[src/rtl/seg_scan_pkg.sv]
// seg_scan_pkg
// Shared constants and types for the seven-segment scan controller.
//   NUM_DIGITS  - number of digit commons on the display
//   SEG_BLANK   - segment bus value with every segment dark
//   COM_OFF     - common bus value with every digit switched off (active-low)
//   HEX_SEG     - hex digit to segment pattern, bit order gfedcba, active-high
//   seg_state_e - per-slot state: BLANK (dead time) or DRIVE
package seg_scan_pkg;

    localparam int         NUM_DIGITS = 8;
    localparam logic [6:0] SEG_BLANK  = 7'h00;
    localparam logic [7:0] COM_OFF    = 8'hFF;

    // Entry k holds the pattern for hex digit k (entry 0 is the rightmost).
    localparam logic [15:0][6:0] HEX_SEG = {
        7'h71, 7'h79, 7'h5E, 7'h39,   // F E d C
        7'h7C, 7'h77, 7'h6F, 7'h7F,   // b A 9 8
        7'h07, 7'h7D, 7'h6D, 7'h66,   // 7 6 5 4
        7'h4F, 7'h5B, 7'h06, 7'h3F    // 3 2 1 0
    };

    typedef enum logic {
        BLANK = 1'b0,
        DRIVE = 1'b1
    } seg_state_e;

endpackage

[src/rtl/seg_scan_ctrl_if.sv]
// seg_scan_ctrl_if
// Bundles the upstream load bus and the display-side outputs of the scan
// controller.
//   master : upstream logic / bench (drives load, value, digit_en)
//   slave  : seg_scan_ctrl (drives data, com, pending, frame_done, dbg_state)
//
// Transfer rule: load is a single-cycle strobe with no ready. value is
// captured on every rising edge where load is high; the controller always
// accepts, and a newer load replaces a value still awaiting the frame swap.
interface seg_scan_ctrl_if;
    import seg_scan_pkg::*;

    logic        load;
    logic [31:0] value;
    logic [7:0]  digit_en;
    logic [6:0]  data;
    logic [7:0]  com;
    logic        pending;
    logic        frame_done;
    seg_state_e  dbg_state;

    modport master (
        output load, value, digit_en,
        input  data, com, pending, frame_done, dbg_state
    );

    modport slave (
        input  load, value, digit_en,
        output data, com, pending, frame_done, dbg_state
    );

endinterface

[src/rtl/seg_hex_decode.sv]
// seg_hex_decode
// Combinational hex digit to seven-segment decoder.
//   hex_i : 4-bit hex digit
//   seg_o : segments a..g on bits 0..6, active-high
module seg_hex_decode
    import seg_scan_pkg::*;
(
    input  logic [3:0] hex_i,
    output logic [6:0] seg_o
);

    assign seg_o = HEX_SEG[hex_i];

endmodule

[src/rtl/seg_scan_ctrl.sv]
// seg_scan_ctrl
// Time-multiplexed scan controller for an 8-digit common-cathode display.
// A double-buffered 32-bit value is shown one hex digit per slot; a newly
// loaded value is promoted to the active buffer only at the frame boundary.
//   clock : system clock, rising edge
//   reset : asynchronous, active-high
//   bus   : seg_scan_ctrl_if.slave (load/value/digit_en in;
//           data/com/pending/frame_done/dbg_state out)
// Parameters: DIV (cycles per slot, 2..65535), DEAD (blanking cycles at the
// start of each slot, 1..DIV-1).
// Build option: define SEG_SCAN_BLANK_EN to blank all commons for the first
// DEAD cycles of each slot; otherwise every slot drives for all DIV cycles.
module seg_scan_ctrl
    import seg_scan_pkg::*;
#(
    parameter int DIV  = 1000,
    parameter int DEAD = 16
) (
    input  logic            clock,
    input  logic            reset,
    seg_scan_ctrl_if.slave  bus
);

`ifdef SEG_SCAN_BLANK_EN
    localparam bit BLANK_EN = 1'b1;
`else
    localparam bit BLANK_EN = 1'b0;
`endif

    localparam logic [15:0] PRESC_LAST = 16'(DIV - 1);
    localparam logic [15:0] DEAD_L     = 16'(DEAD);

    logic [15:0] presc_q, presc_d;
    logic [2:0]  idx_q, idx_d;
    logic [31:0] active_q, active_d;
    logic [31:0] pbuf_q, pbuf_d;
    logic        pending_q, pending_d;
    logic        frame_done_q;

    seg_state_e  state_q;
    logic [6:0]  data_q;
    logic [7:0]  com_q;

    logic        slot_end;
    logic        frame_end;
    logic [3:0]  cur_digit;
    logic [6:0]  cur_seg;
    logic [7:0]  com_drive;

    always_comb begin
        slot_end  = (presc_q == PRESC_LAST);
        frame_end = slot_end && (idx_q == 3'd7);

        presc_d = slot_end ? 16'd0 : presc_q + 16'd1;
        idx_d   = slot_end ? idx_q + 3'd1 : idx_q;

        // Swap reads the old pending buffer, so a load on the boundary edge
        // stays pending for the following frame.
        active_d  = (frame_end && pending_q) ? pbuf_q : active_q;
        pbuf_d    = bus.load ? bus.value : pbuf_q;
        pending_d = bus.load ? 1'b1 : (frame_end ? 1'b0 : pending_q);

        cur_digit = active_q[{idx_q, 2'b00} +: 4];
        com_drive = bus.digit_en[idx_q] ? ~(8'h01 << idx_q) : COM_OFF;
    end

    seg_hex_decode u_dec (
        .hex_i (cur_digit),
        .seg_o (cur_seg)
    );

    always_ff @(posedge clock or posedge reset) begin
        if (reset) begin
            presc_q      <= 16'd0;
            idx_q        <= 3'd0;
            active_q     <= 32'd0;
            pbuf_q       <= 32'd0;
            pending_q    <= 1'b0;
            frame_done_q <= 1'b0;
        end else begin
            presc_q      <= presc_d;
            idx_q        <= idx_d;
            active_q     <= active_d;
            pbuf_q       <= pbuf_d;
            pending_q    <= pending_d;
            // Registered so it is high during the boundary cycle itself.
            frame_done_q <= (idx_d == 3'd7) && (presc_d == PRESC_LAST);
        end
    end

    // Slot FSM with registered outputs. The state is chosen from the
    // prescaler of the current cycle, so outputs lag internal state by one.
    always_ff @(posedge clock or posedge reset) begin
        if (reset) begin
            state_q <= BLANK;
            data_q  <= SEG_BLANK;
            com_q   <= COM_OFF;
        end else if (BLANK_EN && (presc_q < DEAD_L)) begin
            state_q <= BLANK;
            data_q  <= SEG_BLANK;
            com_q   <= COM_OFF;
        end else begin
            state_q <= DRIVE;
            data_q  <= cur_seg;
            com_q   <= com_drive;
        end
    end

    assign bus.data       = data_q;
    assign bus.com        = com_q;
    assign bus.pending    = pending_q;
    assign bus.frame_done = frame_done_q;
    assign bus.dbg_state  = state_q;

endmodule
[src/flat_wrapper.sv]
// flat-port wrapper written by rule: the top's interface ports become plain ports
module seg_scan_ctrl_flat import seg_scan_pkg::*;
#(
    parameter int DIV  = 1000,
    parameter int DEAD = 16
)
  (clock, reset, bus_load, bus_value, bus_digit_en, bus_data, bus_com, bus_pending, bus_frame_done, bus_dbg_state);
  seg_scan_ctrl_if bus_i ();
  input  logic clock;
  input  logic reset;
  input wire logic [$bits(bus_i.load)-1:0] bus_load;
  input wire logic [$bits(bus_i.value)-1:0] bus_value;
  input wire logic [$bits(bus_i.digit_en)-1:0] bus_digit_en;
  output wire logic [$bits(bus_i.data)-1:0] bus_data;
  output wire logic [$bits(bus_i.com)-1:0] bus_com;
  output wire logic [$bits(bus_i.pending)-1:0] bus_pending;
  output wire logic [$bits(bus_i.frame_done)-1:0] bus_frame_done;
  output wire logic [$bits(bus_i.dbg_state)-1:0] bus_dbg_state;
  assign bus_i.load = bus_load;
  assign bus_i.value = bus_value;
  assign bus_i.digit_en = bus_digit_en;
  assign bus_data = bus_i.data;
  assign bus_com = bus_i.com;
  assign bus_pending = bus_i.pending;
  assign bus_frame_done = bus_i.frame_done;
  assign bus_dbg_state = bus_i.dbg_state;
  seg_scan_ctrl #(.DIV(DIV), .DEAD(DEAD)) u_core (.clock(clock), .reset(reset), .bus(bus_i));
endmodule
[config.mk]
export PLATFORM = sky130hd
export DESIGN_NAME = seg_scan_ctrl_flat
export DESIGN_NICKNAME = d
export VERILOG_FILES = /design/src/rtl/seg_scan_pkg.sv /design/src/rtl/seg_scan_ctrl_if.sv /design/src/rtl/seg_hex_decode.sv /design/src/rtl/seg_scan_ctrl.sv /design/src/flat_wrapper.sv
export SDC_FILE = /design/constraint.sdc
export NUM_CORES = 1
export LEC_CHECK = 0
export CAP_MARGIN = 20
export CORE_MARGIN = 2
export CORE_UTILIZATION = 40
export CTS_CLUSTER_SIZE = 16
export DETAILED_ROUTE_END_ITERATION = 8
export GPL_ROUTABILITY_DRIVEN = 0
export PLACE_DENSITY_LB_ADDON = 0.3
export RECOVER_POWER = 25
export SYNTH_ARGS = -nofsm -noshare
export SYNTH_HDL_FRONTEND = slang
export SYNTH_HIERARCHICAL = 1
export SYNTH_SLANG_ARGS = --single-unit
[constraint.sdc]
create_clock -name clock -period 4.68 [get_ports clock]
set_input_delay 0.936 -clock clock [delete_from_list [all_inputs] [get_ports clock]]
set_output_delay 0.936 -clock clock [all_outputs]
set_load 0.05 [all_outputs]
==> summary.md, run 1 <==
| Metric | Value |
|---|---|
| Crit Path Class | `reg2reg` |
| Number of max-slew violations in the final report | `0` |
| #FFs+latches synth | `101` |
| DRC violation count after routing | `0` |
| Final period utilization | `58.5%` |
| Cts bufs inserted | `9` |
| Clock tree from TritonCTS | `yes` |
| Die extent in y | `113 um` |
| Library cell with the largest summed area after synthesis | `dfrtp_1` |
| Vias post-DR | `2772` |
| CTS HTree Levels | `3` |
| Seq/Total Area, Yosys | `53.7%` |
| Worst min-delay path class | `reg2reg` |
| Number of antenna violations at the first check in global routing | `0` |
| Yosys warning count | `6` |
| Global-route wire length before repair | `14300 um` |
| Crit path from | `u_core/idx_q[0]$_DFF_PP0_` |
| Overall power of the completed layout | `0.00172 W` |
| Post-DR vias/cell | `5.09` |
| Number of ports placed on the die boundary | `61` |
| Remaining number of nets flagged by the antenna check after routing | `0` |
| Maximum frequency from static timing analysis | `366 MHz` |
| Kind of start point of the critical path | `flip-flop` |
| Worst Setup End Kind | `flip-flop` |
| Arrival time of data at the critical path endpoint | `2950 ps` |
| Number of enable-type register cells in the synthesized netlist | `0` |
| Initial drt markers | `118` |
| Peak supply drop | `0.179 mV` |
| Mean instance size in the synthesized netlist | `14.0 um2` |
| Die area | `12700 um2` |
| Worst slew pin tran | `1460 ps` |
| Hold Buf Count CTS | `0` |
| Result of the run | `finished, final reports clean` |
| Sum of negative setup slack | `0 ps` |
| Total core area | `11500 um2` |
| Clock-pin transition on the worst setup and hold timing paths | `70 ps` |
| Setup repair after global routing missed its margin | `no` |
| Clock latency reported for the late side of the worst-skew pair | `340 ps` |
| Sum of routed wire length over all layers | `8540 um` |
| Initial core utilization | `41.2%` |
| Synthesized netlist net count | `394` |
| CP cell instances | `mux4_2, nand2_1, nand2_1, inv_1, ha_1, inv_1, mux4_1` |
| Slowest cell delay on critical path | `840 ps` |
| Overall global routing resource usage | `14.3%` |
| Startpoint of the tightest hold check path | `u_core/pbuf_q[24]$_DFFE_PP0P_` |
| Cell area after synthesis | `4720 um2` |
| First-pass iteration count of the detailed router | `4` |
| Most instantiated cells after synthesis | `dfrtp_1 (93), mux2_2 (36), mux2_4 (31)` |
| Number of global-route vias before repair | `2871` |
| Synth unique cells | `50` |
| Horizontal die dimension | `113 um` |
| Worst-path cell with the longest stage delay | `dfrtp_1` |
| Min cycle time layout | `2740 ps` |
| Share of final-layout standard cells stronger than drive strength 1 | `27.9%` |
| Final hold vios | `0` |
| Maximum number of pins on one net before global-route repair | `39` |
| Post-Synthesis Cells | `337` |
| Layout Area Growth over Synthesis | `20.3%` |
| Final worst clock skew | `5.01 ps` |
| FILL cells | `1012` |
| Count leader, synth | `dfrtp_1` |
| Root buffer cell | `clkbuf_16` |
| Data required time of the worst path | `4890 ps` |
| Most used flip-flop cell after synthesis | `dfrtp_1` |
| Half-perimeter wire length after placement | `6030 um` |
| Max-cap violations | `0` |
| Proportion of register bits with asynchronous set or reset after synthesis | `100%` |
| Port bufs | `60` |
| Area share of the largest cell type after synthesis | `49.3%` |
| Global route total overflow | `0` |
| CP Max Fanout | `14` |
| Setup-violating endpoint count in the final report | `0` |
| PostCTS Resize Cnt | `0` |
| Count of nets after finishing | `454` |
| Routed wire length per instance | `15.7 um` |
| Largest buffer count on any clock path | `2` |
| Kind of cell adding the most delay to the critical path | `multiplexers` |
| Worst-case headroom to the max-slew limit | `1.98%` |
| Synth area leaders | `dfrtp_1 (49%), mux2_4 (9.9%), mux2_2 (8.6%), mux4_2 (4.8%), dfstp_2 (4.5%)` |
| Power density over the cells | `302 nW/um2` |
| Count of standard-cell rows | `39` |
| Post-CTS setup-driven buffer insertion count | `0` |
| Reg2Reg Launch Point | `u_core/idx_q[0]$_DFF_PP0_` |
| Number of diodes | `0` |
| Clock sink count | `101` |
| Worst Path Buf+Inv | `2` |
| Static power due to leakage | `2.51 nW` |
-- metal layers --
| metal | up-vias | track usage (%) | share of wire, % |
|---|---|---|---|
| li1 | 1319 | - | - |
| met1 | 1377 | 19.0 | 46 |
| met2 | 65 | 23.0 | 48 |
| met3 | 11 | 2.38 | 3.8 |
| met5 | - | 0 | 0 |
| met4 | 0 | 6.83 | 2.0 |
-- path summary, 6_finish.rpt --
path | cells after the start | slack [ps] | end
min reg2reg | 1 | 500 | u_core/active_q[24]$_DFFE_PP0P_
max | 7 | 1940 | u_core/bus.data[3]$_DFF_PP0_
max in group asynchronous | 3 | 2200 | u_core/bus.com[7]$_DFF_PP1_
min | 1 | 500 | u_core/active_q[24]$_DFFE_PP0P_
max reg2reg | 7 | 1940 | u_core/bus.data[3]$_DFF_PP0_
min in group asynchronous | 2 | 1380 | u_core/active_q[28]$_DFFE_PP0P_
-- layout by cell type, fill, tap and decap left out, types with 8 or more instances in the layout --
cell type         n
inv_1             9
nor2_1           15
clkdlybuf4s50_1  59
ha_1             14
clkbuf_16         9
xnor2_1           8
mux2_4           31
nand2_1          27
dfrtp_1          93
dfstp_2           8
mux4_2           10
mux2_2           36
-- through the flow --
stage	worst slack [ps]	cell area (um2)	instances	hold WS [ps]	utilization (%)
finish	1940	5680	545	503	49.6
global route	1750	5680	545	527	49.6
CTS	1940	5700	545	509	49.7
detailed placement	1950	5430	529	493	47.3
global placement	2040	5430	529	491	47.3
floorplan	1110	4720	337	474	-
-- power breakdown --
part	internal, W	leakage, nW	switching, W	total (W)
Combinational	0.0000602	1.11	0.0000375	0.0000978
Clock	0.000376	0.136	0.000325	0.000702
Sequential	0.000902	1.26	0.0000161	0.000918
-- cell families (layout without fill, tap and decap cells) --
logic type | count (synthesis) | count (layout) | share of synthesized area (%)
XOR/XNOR | 15 | 15 | 2.78
adder cells (fa/ha/maj) | 14 | 14 | 3.71
buffers and inverters | 25 | 90 | 3.02
flip-flops | 101 | 101 | 53.7
AO/OA/AOI/OAI | 17 | 17 | 2.52
AND/OR/NAND/NOR | 82 | 82 | 9.56
multiplexers | 82 | 82 | 24.6
other | 1 | 1 | 0.0794
-- cell type report --
cell class                 count  area (um2)  share of cell area (%)
clock buffer                  11         243                    4.27
clock inverter                 5        35.0                   0.616
inverter                      11        42.5                   0.749
multi-input combinational    211        2020                    35.6
sequential                   101        2540                    44.6
tap                          143         179                    3.15
timing repair buffer          63         623                    11.0
-- sequential cells by signal, summed over array words and instances, names as in the netlist --
signal and count:
u_core/presc_q 16, u_core/bus.frame_done 1, u_core/bus.pending 1, u_core/pbuf_q 32, u_core/bus.dbg_state 1, u_core/bus.data 7
u_core/idx_q 3, u_core/bus.com 8, u_core/active_q 32
Power figures use the tool's default switching activity.
==> run 2, diff against run 1 <==
- clock period: 4.68 -> 2.8 ns (I/O delays scaled with it)
==> run 2 against run 1 <==
Compared with the run above:
- first-iteration DRC count decreased by 42%
- register-to-register slack got worse by 1700 ps
- combinational power increased by 66%
- critical path depth decreased by 1
- critical path type unchanged
- critical endpoint unchanged
- highest routed layer unchanged
==> summary.md, run 2 (synthesis results as in run 1) <==
| Metric | Value |
|---|---|
| Number of cells in the design after placement | `530 (+0.19%)` |
| Worst-path cell with the longest stage delay | `dfrtp_1` |
| Arrival time of data at the critical path endpoint | `2730 ps (-220 ps)` |
| Port bufs | `60 (unchanged)` |
| Max-cap violations | `0 (unchanged)` |
| Overall power of the completed layout | `0.00295 W (+72%)` |
| Worst Path Buf+Inv | `1 (-1)` |
| CTS HTree Levels | `3 (unchanged)` |
| Initial core utilization | `41.2% (unchanged)` |
| Share of final-layout standard cells stronger than drive strength 1 | `29.0% (+1.2 points)` |
| Peak supply drop | `0.308 mV (+72%)` |
| FILL cells | `1005 (-0.69%)` |
| Number of max-slew violations in the final report | `0 (unchanged)` |
| Total core area | `11500 um2 (unchanged)` |
| Static power due to leakage | `2.54 nW (+1.3%)` |
| Kind of cell adding the most delay to the critical path | `multiplexers` |
| Worst slew pin tran | `1250 ps (-209 ps)` |
| Overall global routing resource usage | `13.8% (-0.50 points)` |
| Worst hold slack | `506 ps (+3.50 ps)` |
| Internal Pwr Total | `0.00231 W (+73%)` |
| Routed wire length per instance | `15.0 um (-4.1%)` |
| DRC violation count after routing | `0 (unchanged)` |
| Horizontal die dimension | `113 um (unchanged)` |
| Result of the run | `finished, final reports clean` |
| Sw Pwr | `0.000638 W (+68%)` |
| Layout Area Growth over Synthesis | `21.4%` |
| Clock tree from TritonCTS | `yes` |
| Post-CTS setup-driven buffer insertion count | `0 (unchanged)` |
| Min cycle time layout | `2520 ps (-220 ps)` |
| Maximum frequency from static timing analysis | `397 MHz (+8.7%)` |
| Number of ports placed on the die boundary | `61 (unchanged)` |
| Hold Buf Count CTS | `0 (unchanged)` |
| Vias post-DR | `2731 (-1.5%)` |
| Cts bufs inserted | `9 (unchanged)` |
| Number of global-route vias before repair | `2818 (-1.8%)` |
| Remaining number of nets flagged by the antenna check after routing | `0 (unchanged)` |
| Die area | `12700 um2 (unchanged)` |
| Global route total overflow | `0 (unchanged)` |
| First-pass iteration count of the detailed router | `4 (unchanged)` |
| Largest buffer count on any clock path | `2 (unchanged)` |
| Post-Layout Cell Count | `546 (+0.18%)` |
| Final hold vios | `0 (unchanged)` |
| Top cell by count, worst path | `nand2_1` |
| Half-perimeter wire length after placement | `5860 um (-2.9%)` |
| Part of the total power dissipated in combinational logic | `5.5% (-0.2 points)` |
| Final period utilization | `89.9% (+31 points)` |
| Worst-case headroom to the max-slew limit | `16.4% (+14 points)` |
| Worst Setup End Kind | `flip-flop` |
| Kind of start point of the critical path | `flip-flop` |
| Post-DR vias/cell | `5.00 (-1.7%)` |
| CP cell instances | `mux4_2, nand2_1, nand2_1, inv_1, ha_1, mux4_1` |
| Power density over the cells | `515 nW/um2 (+70%)` |
| Setup repair after global routing missed its margin | `no` |
| Number of antenna violations at the first check in global routing | `0 (unchanged)` |
| Clock sink count | `101 (unchanged)` |
| Count of standard-cell rows | `39 (unchanged)` |
| Sum of routed wire length over all layers | `8200 um (-4.0%)` |
| Count of nets after finishing | `455 (+0.22%)` |
| Clock latency reported for the late side of the worst-skew pair | `340 ps (about the same)` |
| Commonest cells after routing, fill and taps aside | `dfrtp_1 (93), clkdlybuf4s50_1 (59), mux2_2 (36), mux2_4 (31), nand2_1 (27)` |
| Relative contribution of sequential cells to total power | `52.0% (-1.4 points)` |
| CP Max Fanout | `9 (-5)` |
| Largest regs | `u_core/active_q x32, u_core/pbuf_q x32, u_core/presc_q x16` |
| Worst min-delay path class | `reg2reg` |
| Number of diodes | `0 (unchanged)` |
| Clock share of power | `42.5% (+1.6 points)` |
| Fraction of power spent switching nets | `21.6% (-0.46 points)` |
| Crit Path Class | `reg2reg` |
| Most common library cell in the layout ignoring fill and taps | `dfrtp_1` |
| Maximum number of pins on one net before global-route repair | `52 (+33%)` |
| Data required time of the worst path | `3010 ps (-1880 ps)` |
| Setup-violating endpoint count in the final report | `0 (unchanged)` |
| Root buffer cell | `clkbuf_16` |
| Slowest cell delay on critical path | `680 ps (-160 ps)` |
| Clock-pin transition on the worst setup and hold timing paths | `70 ps (about the same)` |
| PostCTS Resize Cnt | `0 (unchanged)` |
| Die extent in y | `113 um (unchanged)` |
| Final worst clock skew | `8.39 ps (+3.38 ps)` |
| Sum of negative setup slack | `0 ps (unchanged)` |
| Global-route wire length before repair | `14000 um (-2.6%)` |
| Initial drt markers | `68 (-42%)` |
==> run 2: layer usage <==
metal	share of wire [%]	wire, um	global-route usage [%]
met2	47	3830	21.9
met5	0	0	0
met1	48	3940	19.0
met3	4.0	324	2.38
met4	1.3	105	5.45
==> run 2: area by class of cell <==
class	instances	area, um2	area share (%)
Timing Repair Buffer	64	626	10.9
Multi-Input combinational cell	211	2040	35.6
Inverter	11	42.5	0.742
Clock inverter	7	80.1	1.40
Tap cell	143	179	3.12
Clock buffer	9	225	3.93
Sequential cell	101	2540	44.3
==> run 2: final timing paths <==
check                                                 endpoint  slack, ps  cells after the start                    startpoint
max in group asynchronous       u_core/active_q[2]$_DFFE_PP0P_        560                      3                         reset
min in group asynchronous         u_core/presc_q[12]$_DFF_PP0_        690                      2                         reset
worst min register to register  u_core/active_q[7]$_DFFE_PP0P_        510                      1  u_core/pbuf_q[7]$_DFFE_PP0P_
worst max-delay path              u_core/bus.data[3]$_DFF_PP0_        280                      6     u_core/idx_q[0]$_DFF_PP0_
worst max register to register    u_core/bus.data[3]$_DFF_PP0_        280                      6     u_core/idx_q[0]$_DFF_PP0_
worst min-delay path            u_core/active_q[7]$_DFFE_PP0P_        510                      1  u_core/pbuf_q[7]$_DFFE_PP0P_
==> run 2: through the flow <==
stage	utilization, %	setup WS (ps)	instance area (um2)
after floorplan	-	415	4730
after CTS	50.3	244	5770
after global placement	47.6	309	5460
after detailed placement	47.6	245	5460
after global routing	50.0	121	5730
final	50.0	284	5730
==> run 2: power by group through the flow <==
stage	logic, W	registers, W	clock network, W
final	0.000162	0.00153	0.00125
after CTS	0.000174	0.00154	0.00130
after floorplan	0.0000830	0.00156	0
after detailed placement	0.000173	0.00156	0
after global routing	0.000180	0.00154	0.00136
after global placement	0.000169	0.00156	0
